File: src/rtl/operand_prep_stage.sv
// Operand front-end for the (x+y)*(y-x) datapath: a small (x, y) FIFO feeding a registered sum/diff stage.
// Optional build macro OPERAND_PREP_SAT_EN: saturate out_sum high on overflow and out_diff to zero on underflow.
module operand_prep_stage #(
    parameter int WIDTH = 16,
    parameter int DEPTH = 4,
    parameter int CNT_W = $clog2(DEPTH) + 1
) (
    input  logic             clk,
    input  logic             reset,
    input  logic             in_valid,
    output logic             in_ready,
    input  logic [WIDTH-1:0] in_x,
    input  logic [WIDTH-1:0] in_y,
    output logic             out_valid,
    input  logic             out_ready,
    output logic [WIDTH-1:0] out_sum,
    output logic [WIDTH-1:0] out_diff,
    output logic [CNT_W-1:0] count
);
    localparam int PTR_W = (DEPTH > 1) ? $clog2(DEPTH) : 1;

    logic [WIDTH-1:0] r_mem_x [DEPTH];
    logic [WIDTH-1:0] r_mem_y [DEPTH];
    logic [PTR_W-1:0] r_wptr;
    logic [PTR_W-1:0] r_rptr;
    logic [CNT_W-1:0] r_count;
    logic             r_out_valid;
    logic [WIDTH-1:0] r_out_sum;
    logic [WIDTH-1:0] r_out_diff;

    logic             w_in_ready;
    logic             w_push;
    logic             w_load;
    logic [WIDTH-1:0] w_head_x;
    logic [WIDTH-1:0] w_head_y;
    logic [WIDTH-1:0] w_sum;
    logic [WIDTH-1:0] w_diff;

    // in_ready depends on the registered count only, so out_ready never reaches it combinationally.
    assign w_in_ready = (r_count != CNT_W'(DEPTH));
    assign w_push     = in_valid && w_in_ready;
    assign w_load     = (r_count != '0) && (!r_out_valid || out_ready);

    assign w_head_x = r_mem_x[r_rptr];
    assign w_head_y = r_mem_y[r_rptr];

`ifdef OPERAND_PREP_SAT_EN
    logic [WIDTH:0] w_sum_full;
    assign w_sum_full = {1'b0, w_head_x} + {1'b0, w_head_y};
    assign w_sum      = w_sum_full[WIDTH] ? '1 : w_sum_full[WIDTH-1:0];
    assign w_diff     = (w_head_x > w_head_y) ? '0 : (w_head_y - w_head_x);
`else
    assign w_sum  = w_head_x + w_head_y;
    assign w_diff = w_head_y - w_head_x;
`endif

    always_ff @(posedge clk or posedge reset) begin
        if (reset) begin
            for (int i = 0; i < DEPTH; i++) begin
                r_mem_x[i] <= '0;
                r_mem_y[i] <= '0;
            end
            r_wptr <= '0;
        end else if (w_push) begin
            r_mem_x[r_wptr] <= in_x;
            r_mem_y[r_wptr] <= in_y;
            r_wptr          <= r_wptr + 1'b1;
        end
    end

    always_ff @(posedge clk or posedge reset) begin
        if (reset) begin
            r_rptr      <= '0;
            r_out_valid <= 1'b0;
            r_out_sum   <= '0;
            r_out_diff  <= '0;
        end else if (w_load) begin
            r_rptr      <= r_rptr + 1'b1;
            r_out_valid <= 1'b1;
            r_out_sum   <= w_sum;
            r_out_diff  <= w_diff;
        end else if (r_out_valid && out_ready) begin
            // Drained with nothing buffered: drop valid, keep the last data visible.
            r_out_valid <= 1'b0;
        end
    end

    always_ff @(posedge clk or posedge reset) begin
        if (reset) begin
            r_count <= '0;
        end else begin
            case ({w_push, w_load})
                2'b10:   r_count <= r_count + 1'b1;
                2'b01:   r_count <= r_count - 1'b1;
                default: r_count <= r_count;
            endcase
        end
    end

    assign in_ready  = w_in_ready;
    assign out_valid = r_out_valid;
    assign out_sum   = r_out_sum;
    assign out_diff  = r_out_diff;
    assign count     = r_count;

endmodule

File: config.mk
export PLATFORM = sky130hd
export DESIGN_NAME = operand_prep_stage
export DESIGN_NICKNAME = d
export VERILOG_FILES = /design/src/rtl/operand_prep_stage.sv
export SDC_FILE = /design/constraint.sdc
export NUM_CORES = 1
export LEC_CHECK = 0
export ABC_AREA = 1
export CELL_PAD_IN_SITES_DETAIL_PLACEMENT = 0
export CELL_PAD_IN_SITES_GLOBAL_PLACEMENT = 1
export CORE_MARGIN = 1
export CORE_UTILIZATION = 35
export DETAILED_ROUTE_END_ITERATION = 12
export PLACE_DENSITY_LB_ADDON = 0.2
export SLEW_MARGIN = 30
export SYNTH_ARGS = -nofsm -noshare
export SYNTH_HDL_FRONTEND = slang
export SYNTH_SLANG_ARGS = --single-unit
File: constraint.sdc
create_clock -name clk -period 7.38 [get_ports clk]
set_input_delay 2.214 -clock clk [delete_from_list [all_inputs] [get_ports clk]]
set_output_delay 2.214 -clock clk [all_outputs]
set_load 0.005 [all_outputs]
==> results.py <==
metrics = {
    "run_status": {
        "status": "finished with violations",
        "violations": "design-rule violations",
    },
    "synthesis": {
        "synth_edf_count": 0,
        "syn_inst": 1038,
        "synth_fa_ha_area_frac": 0.0526,
        "synth_top_area_frac": 0.442,
        "async_reset_ff_frac": 1.00,
        "synthesis.area_sq_um": 9470,
        "ys_seq_elements": 167,
        "yosysTopAreaCell": "dfrtp_1",
        "synthFlopType": "dfrtp_1",
        "synth_compound_area_frac": 0.0902,
        "synth_nets": 1112,
        "ys_top_cells_by_area": "dfrtp_1 44%, nand2_1 9.7%, mux2_4 9.2%",
        "ys_seq_area_frac": 0.442,
        "yosys_warnings": 0,
        "synth_cell_types": 35,
        "synth_mux_area_frac": 0.147,
        "synth_top_family_by_area": "simple AND/OR/NAND/NOR gates",
        "synthSimpleGateAreaFrac": 0.168,
        "postSynthAreaPerCell_sq_um": 9.12,
        "synthXorXnorAreaFrac": 0.0120,
    },
    "route": {
        "drt_first_pass_iters": 11,
        "routed_wl_microns": 22900,
        "drtIter0Drc": 478,
        "antenna_left": 0,
        "vias": 6935,
        "route.detailed.drc": 6,
        "viasPerCell": 4.84,
        "wl_per_cell_microns": 16.0,
    },
    "clocking": {
        "post-cts-setup-buffers": 0,
        "cts_tree": "done",
        "cts.sinks": 167,
        "worstSkewPairLatency_ns": 0.44,
        "clk_pin_slew_ns": 0.07,
        "tritoncts.num_buffers": 17,
        "post_cts_resized": 0,
        "cts_root_buf": "clkbuf_16",
        "ctsHtreeMaxLevel": 4,
        "cts_hold_buf": 0,
        "cts_buffer_depth": 2,
    },
    "sta": {
        "rsz0062_at_grt": "no",
        "finClkSkew_ns": 0.0140,
        "setup_viol_count_final": 0,
        "fin_crit_sh": 0.645,
        "worst_slack_ns": 2.62,
        "worst_slew_pin_slew_ns": 0.919,
        "final_max_slew_viol_count": 0,
        "max_clock_freq_mhz": 210,
        "fin_tns_setup_ns": 0,
        "hold_violations": 0,
        "period_needed_ns": 4.76,
        "slew_headroom": 0.386,
    },
    "place": {
        "hpwl_microns": 15500,
        "preCtsSetupSlack_ns": 2.10,
        "io_buffers": 72,
        "gp_congestion": 0.848,
        "placed_cell_area_sq_um": 10300,
        "dp_cells": 1402,
    },
    "critical_path": {
        "worstSetupStartpointType": "input pin",
        "path_cells": "clkdlybuf4s50_1 -> inv_1 -> nand2_1 -> nand2_2 -> inv_1 -> ha_1 -> inv_1 -> fa_1 -> a21oi_1 -> o21ai_0 -> xnor2_1",
        "worst-setup-path-type": "input pin to flip-flop",
        "slowest_delay_ns": 0.77,
        "slowest_stage": "inv_1",
        "crit_path_end_kind": "flip-flop",
        "crit_fanout": 45,
        "required_ns": 7.70,
        "crit_arrival_ns": 5.08,
        "crit_top_cell": "inv_1",
    },
    "global_routing": {
        "grt_pass1_wl_microns": 38700,
        "antenna_found_initial": 0,
        "overflow": 0,
        "grtUsageTotal": 0.177,
        "grt_pass1_vias": 7041,
        "grt_max_degree": 102,
    },
    "finish": {
        "multi_input_area_sq_um": 4440,
        "final_area_sq_um": 10900,
        "seq_area_sq_um": 4180,
        "drive_gt1_frac": 0.139,
        "stdcell_count": 1434,
        "diodes": 0,
        "syn_to_final_growth_pct": 15.6,
        "finalNetCount": 1160,
        "final.fill_count": 2608,
    },
    "die": {
        "fp.coreArea_sq_um": 26300,
        "io_pins": 73,
        "fp.dieH_microns": 166,
        "dieArea_sq_um": 27700,
        "rows": 59,
        "start_util": 0.360,
        "dieWidth_microns": 166,
    },
    "run": {
        "max_cap_viol_count": 0,
    },
    "hold_path": {
        "hold_class": "flip-flop to flip-flop",
    },
}
-- layout by cell type, fill, tap and decap left out, drive strengths merged, types with 10 or more instances in the layout --
cell,count
nor2,76
ha,35
clkbuf,17
mux2,104
nand2,247
inv,143
dfrtp,167
o22ai,14
nand3,44
clkdlybuf4s50,72
a21oi,41
a32oi,16
xor2,10
o21ai,76
-- Yosys cell counts, types with 2 or more instances --
cell and instances:
fa_1 3, nor2_1 72, o21bai_1 4, and2_1 2, nand2_1 245, mux2_2 46
buf_8 3, xnor2_1 3, xor2_1 10, nor2_8 3, buf_6 6, buf_4 2
buf_2 23, a32oi_1 16, buf_12 2, ha_1 35, o22ai_1 14, nand4_1 4
inv_1 136, a21oi_1 40, dfrtp_1 167, nor3_1 5, clkbuf_1 11, o21ai_0 76
mux2_4 58, nand3_1 43
-- layout make-up --
| type | instances | share of cell area |
|---|---|---|
| Clock buffer | 17 | 0.0389 |
| Multi-Input combinational cell | 686 | 0.406 |
| Sequential cell | 167 | 0.382 |
| Clock inverter | 15 | 0.0175 |
| Inverter | 137 | 0.0477 |
| Timing Repair Buffer | 77 | 0.0693 |
| Tap cell | 335 | 0.0383 |
-- worst paths after layout --
path                       slack, ns      endpoint  depth (start not counted)   startpoint
setup / recovery                2.62      count[2]                         11    out_ready
hold / removal                  0.48   out_diff[9]                          2  out_diff[9]
setup reg to reg                3.32  out_diff[12]                         14    r_rptr[1]
hold reg to reg                 0.48   out_diff[9]                          2  out_diff[9]
max in group asynchronous       4.10    r_mem_y[5]                          3        reset
min in group asynchronous       2.30     r_wptr[0]                          2        reset
-- stage by stage --
stage	utilization	hold slack [ns]
after global routing	0.416	0.503
final	0.416	0.480
after floorplan	-	0.473
after global placement	0.393	0.465
after detailed placement	0.393	0.470
after CTS	0.416	0.488
-- state kept, by name, summed over array words and instances (netlist names) --
name       cells
r_rptr         2
out_sum       16
out_diff      15
count          3
r_mem_y       64
r_wptr         2
out_valid      1
r_mem_x       64
-- metal layers --
metal,wire length (microns),part of all wire,global-route usage,up-vias
met5,0,0,0,-
met4,371,0.016,0.0564,0
met3,689,0.030,0.0259,22
met2,10300,0.45,0.277,119
met1,11600,0.51,0.252,3341
li1,-,-,-,3453
-- worst max-delay path, delay by kind of cell --
family	cells	cell delay, ns
buf+inv	4	1.34
simple gates	2	0.51
xor+xnor	1	0.13
fa+ha+maj	2	0.63
compound gates	2	0.25
-- cells by family after synthesis --
group           count (synthesis)
compound gates                152
xor+xnor                       13
fa+ha+maj                      38
buf+inv                       185
flops                         167
mux                           104
simple gates                  379
Power is not shown: default switching activity piles up to over one toggle a cycle in this logic, so the estimate is an artifact.
